`config.mk`:
```
export PLATFORM = sky130hd
export DESIGN_NAME = program_sequencer
export DESIGN_NICKNAME = d
export VERILOG_FILES = /design/src/rtl/cme_cpu_pkg.sv /design/src/rtl/ps_return_stack.sv /design/src/rtl/program_sequencer.sv
export SDC_FILE = /design/constraint.sdc
export NUM_CORES = 1
export LEC_CHECK = 0
export ABC_CLOCK_PERIOD_IN_PS = 5800
export BUFFER_PORTS_ARGS = -buffer_cell sky130_fd_sc_hd__buf_2
export CAP_MARGIN = 20
export CORE_MARGIN = 5
export CORE_UTILIZATION = 52
export DETAILED_ROUTE_END_ITERATION = 16
export PLACE_DENSITY = 0.89
export SLEW_MARGIN = 25
export SYNTH_ARGS = -nofsm -noshare
export SYNTH_HDL_FRONTEND = slang
export SYNTH_SLANG_ARGS = --single-unit
```
`constraint.sdc`:
```
create_clock -name clk -period 5.8 [get_ports clk]
set_input_delay 0.87 -clock clk [delete_from_list [all_inputs] [get_ports clk]]
set_output_delay 0.87 -clock clk [all_outputs]
set_load 0.03 [all_outputs]
```
`src/rtl/cme_cpu_pkg.sv`:
```
// Shared definitions for the CME CPU core: sequencer state encoding, address widths,
// reset vector and from_PS debug field positions.
package cme_cpu_pkg;

  localparam int unsigned ADDR_W      = 8;
  localparam int unsigned NIBBLE_W    = 4;
  localparam int unsigned STACK_DEPTH = 4;
  localparam int unsigned PTR_W       = 3;

  localparam logic [ADDR_W-1:0] RESET_VECTOR = 8'h00;

  typedef enum logic [1:0] {
    S_RESET  = 2'd0,
    S_FETCH0 = 2'd1,
    S_RUN    = 2'd2,
    S_HOLD   = 2'd3
  } ps_state_t;

  // from_PS = {state[1:0], taken, stk_ptr[2:0], ovf, udf}
  localparam int unsigned PS_STATE_LSB = 6;
  localparam int unsigned PS_TAKEN_BIT = 5;
  localparam int unsigned PS_PTR_LSB   = 2;
  localparam int unsigned PS_OVF_BIT   = 1;
  localparam int unsigned PS_UDF_BIT   = 0;

endpackage

```
`src/rtl/ps_return_stack.sv`:
```
// Return-address LIFO for the program sequencer. Pushes when full and pops when empty are
// ignored; the caller tracks overflow/underflow.
module ps_return_stack #(
  parameter int unsigned Depth = 4,
  parameter int unsigned Width = 8,
  parameter int unsigned PtrW  = 3
) (
  input  logic             clk,
  input  logic             sync_reset,
  input  logic             push,
  input  logic             pop,
  input  logic [Width-1:0] push_data,
  output logic [Width-1:0] top_data,
  output logic             full,
  output logic             empty,
  output logic [PtrW-1:0]  ptr
);

  localparam int unsigned IdxW = (Depth > 1) ? $clog2(Depth) : 1;

  logic [Width-1:0] mem_q [Depth];
  logic [PtrW-1:0]  ptr_q;
  logic [IdxW-1:0]  wr_idx;
  logic [IdxW-1:0]  top_idx;

  assign full     = (ptr_q == PtrW'(Depth));
  assign empty    = (ptr_q == '0);
  assign wr_idx   = IdxW'(ptr_q);
  assign top_idx  = IdxW'(ptr_q - PtrW'(1));
  assign top_data = mem_q[top_idx];
  assign ptr      = ptr_q;

  always_ff @(posedge clk) begin
    if (sync_reset) begin
      ptr_q <= '0;
    end else if (pop && !empty) begin
      ptr_q <= ptr_q - PtrW'(1);
    end else if (push && !full) begin
      mem_q[wr_idx] <= push_data;
      ptr_q         <= ptr_q + PtrW'(1);
    end
  end

endmodule

```
`src/rtl/program_sequencer.sv`:
```
// Program-memory address sequencer: reset/fetch/run/hold FSM with jump, conditional jump and,
// when PS_CALL_STACK_EN is defined, a call/return stack with sticky overflow/underflow flags.
module program_sequencer
  import cme_cpu_pkg::*;
(
  input  logic                clk,
  input  logic                sync_reset,
  input  logic                jump,
  input  logic                conditional_jump,
  input  logic                zero_flag,
  input  logic                hold,
  input  logic [NIBBLE_W-1:0] LS_nibble_of_ir,
  input  logic                call,
  input  logic                ret,
  output logic [ADDR_W-1:0]   pm_address,
  output logic [ADDR_W-1:0]   pc,
  output logic [7:0]          from_PS
);

  ps_state_t         state_q, state_d;
  logic [ADDR_W-1:0] pc_q, pc_d;
  logic [ADDR_W-1:0] pc_inc, target;
  logic [ADDR_W-1:0] jmp_addr;
  logic              jmp_taken;
  logic              taken;
  logic [PTR_W-1:0]  stk_ptr;
  logic              stk_ovf, stk_udf;

  assign pc     = pc_q;
  assign pc_inc = pc_q + ADDR_W'(1);
  assign target = {pc_q[ADDR_W-1:NIBBLE_W], LS_nibble_of_ir};

  // Unconditional jump outranks the conditional one when both are asserted.
  always_comb begin
    jmp_addr  = pc_inc;
    jmp_taken = 1'b0;
    if (jump || (conditional_jump && !zero_flag)) begin
      jmp_addr  = target;
      jmp_taken = 1'b1;
    end
  end

`ifdef PS_CALL_STACK_EN
  logic              push, pop, stk_full, stk_empty, ovf_set, udf_set;
  logic [ADDR_W-1:0] stk_top;

  ps_return_stack #(
    .Depth (STACK_DEPTH),
    .Width (ADDR_W),
    .PtrW  (PTR_W)
  ) u_stack (
    .clk        (clk),
    .sync_reset (sync_reset),
    .push       (push),
    .pop        (pop),
    .push_data  (pc_inc),
    .top_data   (stk_top),
    .full       (stk_full),
    .empty      (stk_empty),
    .ptr        (stk_ptr)
  );

  always_ff @(posedge clk) begin
    if (sync_reset) begin
      stk_ovf <= 1'b0;
      stk_udf <= 1'b0;
    end else begin
      stk_ovf <= stk_ovf | ovf_set;
      stk_udf <= stk_udf | udf_set;
    end
  end
`else
  logic unused_ctl;
  assign unused_ctl = call ^ ret;
  assign stk_ptr    = '0;
  assign stk_ovf    = 1'b0;
  assign stk_udf    = 1'b0;
`endif

  always_comb begin
    state_d    = state_q;
    pc_d       = pc_q;
    pm_address = pc_q;
    taken      = 1'b0;
`ifdef PS_CALL_STACK_EN
    push       = 1'b0;
    pop        = 1'b0;
    ovf_set    = 1'b0;
    udf_set    = 1'b0;
`endif
    if (sync_reset) begin
      pm_address = RESET_VECTOR;
      state_d    = S_RESET;
    end else begin
      case (state_q)
        S_RESET: begin
          pm_address = RESET_VECTOR;
          state_d    = S_FETCH0;
        end
        S_FETCH0: begin
          pm_address = RESET_VECTOR;
          pc_d       = RESET_VECTOR;
          state_d    = S_RUN;
        end
        S_RUN: begin
          if (hold) begin
            state_d = S_HOLD;
          end else begin
`ifdef PS_CALL_STACK_EN
            if (ret) begin
              if (stk_empty) begin
                pm_address = pc_inc;
                udf_set    = 1'b1;
              end else begin
                pm_address = stk_top;
                taken      = 1'b1;
                pop        = 1'b1;
              end
            end else if (call) begin
              pm_address = target;
              taken      = 1'b1;
              push       = !stk_full;
              ovf_set    = stk_full;
            end else begin
              pm_address = jmp_addr;
              taken      = jmp_taken;
            end
`else
            pm_address = jmp_addr;
            taken      = jmp_taken;
`endif
            pc_d = pm_address;
          end
        end
        S_HOLD: begin
          if (!hold) state_d = S_RUN;
        end
        default: state_d = S_RESET;
      endcase
    end

    from_PS = '0;
    from_PS[PS_STATE_LSB +: 2]     = state_q;
    from_PS[PS_TAKEN_BIT]          = taken;
    from_PS[PS_PTR_LSB +: PTR_W]   = stk_ptr;
    from_PS[PS_OVF_BIT]            = stk_ovf;
    from_PS[PS_UDF_BIT]            = stk_udf;
  end

  always_ff @(posedge clk) begin
    if (sync_reset) begin
      state_q <= S_RESET;
      pc_q    <= RESET_VECTOR;
    end else begin
      state_q <= state_d;
      pc_q    <= pc_d;
    end
  end

endmodule

```
==> results.md <==
* Critical path class: input pin to output pin
* Critical path capture point type: output pin
* Slowest Stage Delay on Critical Path at around 0.73 ns
* Largest net degree at the start of global routing at 23
* Register bit total from synthesis at 10
* Number of flops mapped to enable cells by yosys at 0
* Slowest-stage cell, CP: nor2b_1
* Slew HR at 0.355
* Ys async rst share at 0
* First-pass detailed-route iteration total at 4
* Slew at the pin with the worst max-slew slack at 0.966 ns
* Critical path, cell by cell: buf_2 > nor2b_1 > o21ai_0 > a311o_1 > a21oi_1 > buf_2
* Peak VDD IR at 258 µV
* Synthesis-to-layout area growth at 14.5%
* HP Class: flop to flop
* Unique masters post-synth at 34
* Synthesized area per cell at a little over 7 µm²
* Clock Latency Late Sink at about 0.27 ns
* Vias at roughly 1100
* Flip-flop and latch area at between 200 and 250 µm²
* Top post-synthesis cells by area: dfxtp_1 21%, ha_1 6.5%, nand2_1 6.2%, o211ai_1 6.2%, buf_4 4.7%
* Final Hold Fails at 0
* Via/cell ratio at roughly 5.9
* Post-DP HPWL at between 1.5 and 2 mm
* Reg clk slew, reported paths at 0.07 ns
* Chip width at approximately 53 µm
* Main synth FF type: dfxtp_1
* Post-CTS Resized at 0
* Slew Limit Fails at 0
* First-pass GRT wire length at about 4.3 mm
* Final Net Count at between 150 and 200
* Final ANT Viol Nets at 0
* # DRC at 0
* Post-synth top area share at 0.207
* Most area-hungry cell type in the Yosys netlist: dfxtp_1
* Total clock buffers created by CTS at 3
* Final critical-path required period at between 3 and 4 ns
* Met3 wire length at between 150 and 200 µm
* Row cnt at 15
* Top delay family on crit path: compound AO/OA/AOI/OAI gates
* Die ar. at approximately 2800 µm²
* Met2 WL at around 1.3 mm
* Endpoints failing setup at 0
* Total power at about 0.33 mW
* # IOs at 36
* Setup clock skew after layout at roughly 0.0032 ns
* CTS tree: yes
* Vias in the first global route at between 900 and 1000
* Worst Setup Start Kind: input pin
* Core area at around 1700 µm²
* Initial core utilization at 0.554
* Register area share after synthesis at 0.207
* Ant diodes at 0
* Ys Warns at 0
* Routed length on met1 at roughly 1.1 mm
* Post-CTS setup buffer count at 0
* H-tree depth at 1
* P_leak at roughly 0.47 nW
* DR top layer: met4
* Number of buffers added on ports at 28
* Overall routing resource usage at 0.206
* Status: finished, final reports clean
* Max FO, Critical Path at 14
* Max-Cap Viols at 0
* Root buffer cell: clkbuf_4
* Setup TNS at 0 ns
* Bufs on Longest Clock Path at 2
* GRT overflow at 0
* R2r setup slk at approximately 3.8 ns
* Hold_buf cts at 0
* Initial antenna violation count at 0
* Most frequent cell on the critical path: buf_2
* Share of post-route cells with drive strength above 1 at 0.226
* Buf/Inv on CP at 2
* Crit share post-route at 0.612
* Pwr/cell area at ~300 nW/µm²
* Die H at 53.1 µm
* Wire per inst at around 14 µm
* Synth Instances at about 130
* Area of the multi-input gates at about 680 µm²
* DRT iter0 DRCs at 30
* DRT Wirelength at 2.59 mm
* Clock Sinks at 10
* CP arrival at approximately 2.7 ns
* Fill cells at 170
* Required time of the critical path at about 4.9 ns
* Global placer's final weighted congestion at 0.760
* Fmax at 0.282 GHz
* RSZ-0062 raised after global routing: false
* Mapped Area at 967 µm²
==> power by group <==
group	leakage [nW]	total [mW]	internal, mW	switching [mW]
logic	0.370	0.177	0.0529	0.124
clock network	0.0210	0.0659	0.0382	0.0278
registers	0.0811	0.0902	0.0773	0.0129
total	0.472	0.333	0.168	0.165
==> cells in the final DEF (no fill, tap or decap), types with 6 or more instances in the layout <==
cell type | Yosys | routed
a31oi_1 | 6 | 6
a21oi_1 | 8 | 8
o211ai_1 | 8 | 8
dfxtp_1 | 10 | 10
nor2_1 | 10 | 10
nand2_1 | 16 | 16
buf_2 | 0 | 28
o21ai_0 | 8 | 8
==> area by class of cell <==
type / instances / area share
Clock buffer: 4 / 0.0328
Multi-Input combinational cell: 108 / 0.615
Timing Repair Buffer: 28 / 0.127
Sequential cell: 10 / 0.181
Tap cell: 25 / 0.0282
Inverter: 5 / 0.0169
==> stage by stage <==
step	hold slack, ns	util	cells	instance area (µm²)	setup WS [ns]
2_1_floorplan	0.610	-	137	982	2.38
3_3_place_gp	0.506	0.614	176	1070	2.37
3_5_place_dp	0.517	0.614	176	1070	2.30
4_1_cts	0.529	0.634	180	1110	2.29
5_1_grt	0.563	0.634	180	1110	2.09
6_report	0.528	0.634	180	1110	2.25
==> tightest hold or removal path: stages (launching register included) <==
cell	delay, ns
dfxtp_1	0.36
nand2_1	0.08
a21oi_1	0.05
==> cells by family (layout without fill, tap and decap cells) <==
family	count (synthesis)	in the layout	share of synthesized area
buf+inv	19	37	0.105
other cells	1	5	0.00388
simple gates	56	56	0.330
compound gates	40	40	0.269
mux	2	2	0.0207
fa+ha+maj	5	5	0.0647
flops	10	10	0.207
==> cells in the mapped netlist, types with 2 or more instances <==
cell / instances
dfxtp_1: 10
a31oi_1: 6
o211ai_1: 8
nor3_1: 2
ha_1: 5
nor4_1: 4
a21oi_1: 8
nor4b_1: 2
nor3b_1: 3
mux2i_1: 2
nand3_1: 4
buf_4: 6
clkbuf_1: 7
nor2_1: 10
or3_1: 2
nand2_1: 16
o21a_1: 3
nand2b_1: 4
or4_1: 2
a211oi_1: 2
nor2b_1: 3
inv_1: 5
o21ai_0: 8
==> worst paths after layout <==
kind	startpoint	endpoint	cells past startpoint
worst max register to register	pc[0]	pc[6]	5
worst max-delay path	zero_flag	pm_address[0]	6
worst min-delay path	pc[1]	pc[1]	2
worst min register to register	pc[1]	pc[1]	2
==> per-layer routing <==
metal	global-route usage	vias up
met4	0.0809	0
met3	0.0563	4
li1	-	522
met5	0	-
met1	0.239	494
met2	0.353	35
==> flip-flops by register name, indices dropped and copies added (netlist names) <==
register and flops:
state_q 2, pc 8
Note: power is estimated with default switching activity, not from simulation.
